$ cat config.mk
export PLATFORM = sky130hd
export DESIGN_NAME = mem_stage
export DESIGN_NICKNAME = d
export VERILOG_FILES = /design/src/rtl/mem_stage_pkg.sv /design/src/rtl/load_align.sv /design/src/rtl/mem_stage.sv
export SDC_FILE = /design/constraint.sdc
export NUM_CORES = 1
export LEC_CHECK = 0
export CAP_MARGIN = 25
export CORE_MARGIN = 8
export CORE_UTILIZATION = 34
export DETAILED_ROUTE_END_ITERATION = 7
export PLACE_DENSITY_LB_ADDON = 0.25
export SYNTH_ARGS = -nofsm -noshare
export SYNTH_HDL_FRONTEND = slang
export SYNTH_HIERARCHICAL = 1
export SYNTH_SLANG_ARGS = --single-unit
$ cat constraint.sdc
create_clock -name Clk_in -period 1.9 [get_ports Clk_in]
set_input_delay 0.285 -clock Clk_in [delete_from_list [all_inputs] [get_ports Clk_in]]
set_output_delay 0.285 -clock Clk_in [all_outputs]
set_load 0.05 [all_outputs]
$ cat src/rtl/mem_stage_pkg.sv
// mem_stage_pkg: FSM state encoding, MemSize codes and lane helpers
// shared by mem_stage and load_align. No ports.
package mem_stage_pkg;

  typedef enum logic [1:0] {
    S_IDLE = 2'b00,
    S_REQ  = 2'b01,
    S_DONE = 2'b10
  } state_t;

  typedef enum logic [1:0] {
    SZ_WORD = 2'b00,
    SZ_HALF = 2'b01,
    SZ_BYTE = 2'b10,
    SZ_RSVD = 2'b11
  } mem_size_t;

  function automatic logic [3:0] byte_en(
    input logic [1:0] size,
    input logic [1:0] a
  );
    unique case (size)
      SZ_HALF: byte_en = a[1] ? 4'b1100 : 4'b0011;
      SZ_BYTE: byte_en = 4'b0001 << a;
      default: byte_en = 4'b1111;
    endcase
  endfunction

  function automatic logic misaligned(
    input logic [1:0] size,
    input logic [1:0] a
  );
    unique case (size)
      SZ_HALF: misaligned = a[0];
      SZ_BYTE: misaligned = 1'b0;
      default: misaligned = (a != 2'b00);
    endcase
  endfunction

  function automatic logic [31:0] store_data(
    input logic [1:0]  size,
    input logic [31:0] d
  );
    unique case (size)
      SZ_HALF: store_data = {2{d[15:0]}};
      SZ_BYTE: store_data = {4{d[7:0]}};
      default: store_data = d;
    endcase
  endfunction

endpackage

$ cat src/rtl/load_align.sv
// load_align: picks the addressed lane of a read word and extends it.
// Ports: rdata, addr_lo, size, is_signed in; data out (combinational).
module load_align
  import mem_stage_pkg::*;
(
  input  logic [31:0] rdata,
  input  logic [1:0]  addr_lo,
  input  logic [1:0]  size,
  input  logic        is_signed,
  output logic [31:0] data
);

  logic [7:0]  b;
  logic [15:0] h;

  always_comb begin
    b = rdata[7:0];
    unique case (addr_lo)
      2'd0: b = rdata[7:0];
      2'd1: b = rdata[15:8];
      2'd2: b = rdata[23:16];
      2'd3: b = rdata[31:24];
    endcase
    h = addr_lo[1] ? rdata[31:16] : rdata[15:0];
    unique case (size)
      SZ_BYTE: data = {{24{is_signed & b[7]}}, b};
      SZ_HALF: data = {{16{is_signed & h[15]}}, h};
      default: data = rdata;
    endcase
  end

endmodule

$ cat src/rtl/mem_stage.sv
// mem_stage: MEM pipeline stage with IDLE/REQ/DONE data-memory FSM.
// Ports: EX/MEM inputs, DMem bus, MEM/WB outputs, Stall/AlignErr/BusErr.
// Optional REQ timeout with BusErr_out: define MEM_TIMEOUT_EN.
module mem_stage
  import mem_stage_pkg::*;
#(
  parameter int TIMEOUT_CYCLES = 255
) (
  input  logic        Clk_in,
  input  logic        Rst,
  input  logic        Valid_in,
  input  logic        MemRead_in,
  input  logic        MemWrite_in,
  input  logic [1:0]  MemSize_in,
  input  logic        MemSigned_in,
  input  logic [31:0] ALUResult_in,
  input  logic [31:0] WriteData_in,
  input  logic        RegWrite_in,
  input  logic        MemtoReg_in,
  input  logic        JR_in,
  input  logic        j_and_jal_in,
  input  logic [4:0]  mux2_result_in,
  output logic        DMemReq,
  output logic        DMemWe,
  output logic [31:0] DMemAddr,
  output logic [3:0]  DMemBe,
  output logic [31:0] DMemWData,
  input  logic [31:0] DMemRData,
  input  logic        DMemAck,
  output logic [31:0] ReadData_out,
  output logic [31:0] ALUResult_out,
  output logic        RegWrite_out,
  output logic        MemtoReg_out,
  output logic        JR_out,
  output logic        j_and_jal_out,
  output logic [4:0]  mux2_result_out,
  output logic        Stall_out,
  output logic        AlignErr_out,
  output logic        BusErr_out
);

  state_t      state;
  logic        req_q;
  logic        bus_err_q;
  logic [31:0] rdata_q;
  logic [31:0] load_data;
  logic        mem_op;
  logic        mis;
  logic        start;
  logic        to_hit;

  assign mem_op = Valid_in & (MemRead_in | MemWrite_in);
  assign mis    = misaligned(MemSize_in, ALUResult_in[1:0]);
  assign start  = mem_op & ~mis;

`ifdef MEM_TIMEOUT_EN
  localparam int CW = $clog2(TIMEOUT_CYCLES + 1);
  logic [CW-1:0] to_cnt;

  assign to_hit = (to_cnt == CW'(TIMEOUT_CYCLES - 1));

  always_ff @(posedge Clk_in or negedge Rst) begin
    if (!Rst)
      to_cnt <= '0;
    else if (state == S_REQ && !DMemAck && !to_hit)
      to_cnt <= to_cnt + 1'b1;
    else
      to_cnt <= '0;
  end
`else
  // REQ waits for the ack forever in this build
  assign to_hit = (TIMEOUT_CYCLES < 0);
`endif

  always_ff @(posedge Clk_in or negedge Rst) begin
    if (!Rst) begin
      state     <= S_IDLE;
      req_q     <= 1'b0;
      rdata_q   <= '0;
      bus_err_q <= 1'b0;
    end else begin
      bus_err_q <= 1'b0;
      unique case (state)
        S_IDLE: begin
          if (start) begin
            state <= S_REQ;
            req_q <= 1'b1;
          end
        end
        S_REQ: begin
          if (DMemAck) begin
            rdata_q <= DMemRData;
            req_q   <= 1'b0;
            state   <= S_DONE;
          end else if (to_hit) begin
            req_q     <= 1'b0;
            bus_err_q <= 1'b1;
            state     <= S_DONE;
          end
        end
        S_DONE:  state <= S_IDLE;
        default: state <= S_IDLE;
      endcase
    end
  end

  load_align u_align (
    .rdata     (rdata_q),
    .addr_lo   (ALUResult_in[1:0]),
    .size      (MemSize_in),
    .is_signed (MemSigned_in),
    .data      (load_data)
  );

  assign DMemReq   = req_q;
  assign DMemWe    = req_q & MemWrite_in;
  assign DMemAddr  = {ALUResult_in[31:2], 2'b00};
  assign DMemBe    = byte_en(MemSize_in, ALUResult_in[1:0]);
  assign DMemWData = store_data(MemSize_in, WriteData_in);

  // stall starts in the issuing cycle, before the FSM leaves IDLE
  assign Stall_out = (state == S_IDLE && start) || (state == S_REQ);

  assign AlignErr_out = mem_op & mis;
  assign BusErr_out   = bus_err_q;

  assign ReadData_out    = bus_err_q ? 32'h0 : load_data;
  assign ALUResult_out   = ALUResult_in;
  assign RegWrite_out    = Valid_in & RegWrite_in
                         & ~AlignErr_out & ~bus_err_q;
  assign MemtoReg_out    = MemtoReg_in;
  assign JR_out          = JR_in;
  assign j_and_jal_out   = j_and_jal_in;
  assign mux2_result_out = mux2_result_in;

endmodule

==> flow_summary.ini <==
[die]
die_x_um = 115
die_y_um = 115
coreArea_um2 = 9640
rows = 36
initial_utilization_pct = 34.4
io_pins = 260
fp.dieArea_um2 = 13200

[cts]
cts-buffers-inserted = 5
clockRootBuffer = clkbuf_8
cts_tree = done
clk_pin_slew_ns = 0.08
clock_latency_ns = 0.29
htreeDepth = 2
cts_hold_buf = 0
cts_buffer_depth = 2
cts.sinks = 35

[sta]
clock_skew_ns = 0.00870
finalHoldViolCount = 0
drv_slew = 0
setup_tns_ns = -3.28
setup_ws_ns = -0.161
fin_crit_sh_pct = 108
rsz0062_at_grt = true
worst_slew_pin_slew_ns = 0.801
relSlewSlack_pct = 46.6
fmax_mhz = 485
setup_viol = 25
period_minus_slack_ns = 2.06

[drt]
vias_per_cell = 4.90
antenna_left = 0
wl_per_cell_um = 20.5
drc = 0
vias = 2871
totalWireLength_um = 12000
drtIter0Drc = 136
dr.pass1.iters = 5

[setup_path]
slowest_stage = dfrtp_1
max_stage_delay_ns = 0.40
timing.rr.start = state[1]
ff2ff_path_depth = 4
cp.arrival_ns = 1.78
crit_path_end_kind = output pin
r2r_slack_ns = 0.37
cp_data_required_time_ns = 1.62
crit_top_cell = buf_6
crit_end = ReadData_out[23]
reg2reg_to = rdata_q[18]
cp_max_fo = 8
setup.worst_path.class = flop to output pin
startpoint_type = flop
cp_cell_sequence = buf_6 -> mux2i_2 -> o22ai_2 -> nor2b_4 -> clkbuf_16 -> a21oi_4 -> buf_6
crit_start = rdata_q[15]

[hold_path]
hold_path.class = primary input to asynchronous set/reset pin

[synth]
yosys_warnings = 6
synth_largest_area_cell = dfrtp_1
post_synth.cell_area_avg_um2 = 8.98
synth_seq_cells = 35
async_flop_share_pct = 100
yosysUniqueCellTypes = 36
netlist_instances = 369
synth_ff_type = dfrtp_1
synth_area_leaders = dfrtp_1, buf_4, mux2_4
ys_seq_area_share_pct = 26.4
syn_area_um2 = 3310
synth.top_cell.area_share_pct = 26.4
synth-edff-count = 0

[global_routing]
grt_max_degree = 36
grt-ovfl-total = 0
track_usage_pct = 18.3
antenna_found_initial = 0
grt_pass1_wl_um = 18600
grt_pass1_vias = 3102

[final_layout]
final_nets = 570
multi_input_area_um2 = 2150
area.sequential_um2 = 876
diodes = 0
syn2layout_area_growth_pct = 72.1
final_common_cell = clkdlybuf4s50_1
layout_common_cells = clkdlybuf4s50_1, buf_12, nand2_1, dfrtp_1, mux2_4
nFillCells = 801
drive_above_1_share_pct = 54.5

[placement]
dp_hpwl_um = 9410
portBuffers = 150
place_ws_ns = -0.524
gp_congestion = 0.905

[power_and_ir_drop]
p_per_area_nw_per_um2 = 1130
p_leak_uw = 0.00245
ir_drop_v = 0.000769

[run]
maxCapViolCount = 0

[run_status]
status = finished, violations left
violations = negative setup slack
## critical path, delay by kind of cell (launching register included)
family | cells | cell delay [ns]
AO/OA/AOI/OAI | 2 | 0.20
buffers and inverters | 3 | 0.51
flip-flops | 1 | 0.40
multiplexers | 1 | 0.17
AND/OR/NAND/NOR | 1 | 0.20
## per-layer routing
layer  track usage, %  share of wire, %
met5                0                 0
met4             5.69               2.1
met3             7.98                11
met2             31.9                50
met1             19.6                37
## state kept, by name (all words and copies together) (netlist names)
register / cells
DMemReq: 1
rdata_q: 32
state: 2
## cell usage after synthesis, types with 3 or more instances
| cell type | count |
|---|---|
| buf_4 | 82 |
| nand2_1 | 46 |
| dfrtp_1 | 35 |
| a21oi_1 | 32 |
| mux2_4 | 30 |
| o21ai_0 | 20 |
| a22oi_1 | 14 |
| clkbuf_1 | 11 |
| nor2b_1 | 11 |
| mux2_2 | 10 |
| inv_1 | 9 |
| a22o_1 | 8 |
| o2bb2ai_1 | 7 |
| o21bai_1 | 5 |
| buf_1 | 4 |
| buf_12 | 4 |
| buf_2 | 4 |
| ha_1 | 4 |
| nand2b_1 | 4 |
| nor2_1 | 4 |
| a21oi_2 | 3 |
| buf_6 | 3 |
| mux2i_1 | 3 |
## kinds of logic (layout without fill, tap and decap cells)
family | Yosys count | count (layout) | share of synthesized area (%)
buffers and inverters | 117 | 199 | 25.3
muxes | 43 | 43 | 17.9
other | 1 | 3 | 0.113
DFF | 35 | 35 | 26.4
AOI/OAI and AO/OA | 96 | 96 | 18.7
and+or+nand+nor | 73 | 73 | 10.0
adders and majority gates | 4 | 4 | 1.51
## timing repair
action                     4_1_cts  5_1_grt
setup buffers                    4        2
gates cloned                     3        0
pin swaps                        7        4
setup endpoints to repair       63       45
gates resized for setup         68       26
## through the flow
step / area [µm²] / total power, µW / cells / util (%) / hold slack, ns
4_1_cts: 5630 / 6410 / 585 / 58.4 / 0.107
6_report: 5710 / 6420 / 586 / 59.2 / 0.0724
5_1_grt: 5710 / 6730 / 586 / 59.2 / 0.133
2_1_floorplan: 3680 / 4300 / 371 / - / -0.0106
3_3_place_gp: 5160 / 5400 / 570 / 53.6 / 0.412
3_5_place_dp: 5160 / 5440 / 570 / 53.6 / 0.419
## power by group
group / total, µW / switching (µW) / internal [µW]
Sequential: 1450 / 350 / 1100
Combinational: 4380 / 2220 / 2160
Clock: 602 / 272 / 330
Total: 6420 / 2840 / 3580
## worst min-delay path by stage
stage          from          end  slack (ns)  depth (start not counted)
3_3_place_gp    Rst  rdata_q[23]        0.41                          1
3_5_place_dp    Rst  rdata_q[29]        0.42                          1
2_1_floorplan   Rst      DMemReq       -0.01                          0
4_1_cts         Rst  rdata_q[29]        0.11                          1
6_report        Rst  rdata_q[23]        0.07                          1
5_1_grt         Rst  rdata_q[24]        0.13                          1
## layout make-up
| type | count | area share (%) |
|---|---|---|
| sequential | 35 | 15.4 |
| clock buffer | 7 | 1.69 |
| timing repair buffer | 182 | 41.5 |
| inverter | 9 | 0.636 |
| clock inverter | 1 | 0.132 |
| tap | 133 | 2.92 |
| multi-input combinational | 219 | 37.8 |
Note: power is estimated with default switching activity, not from simulation.
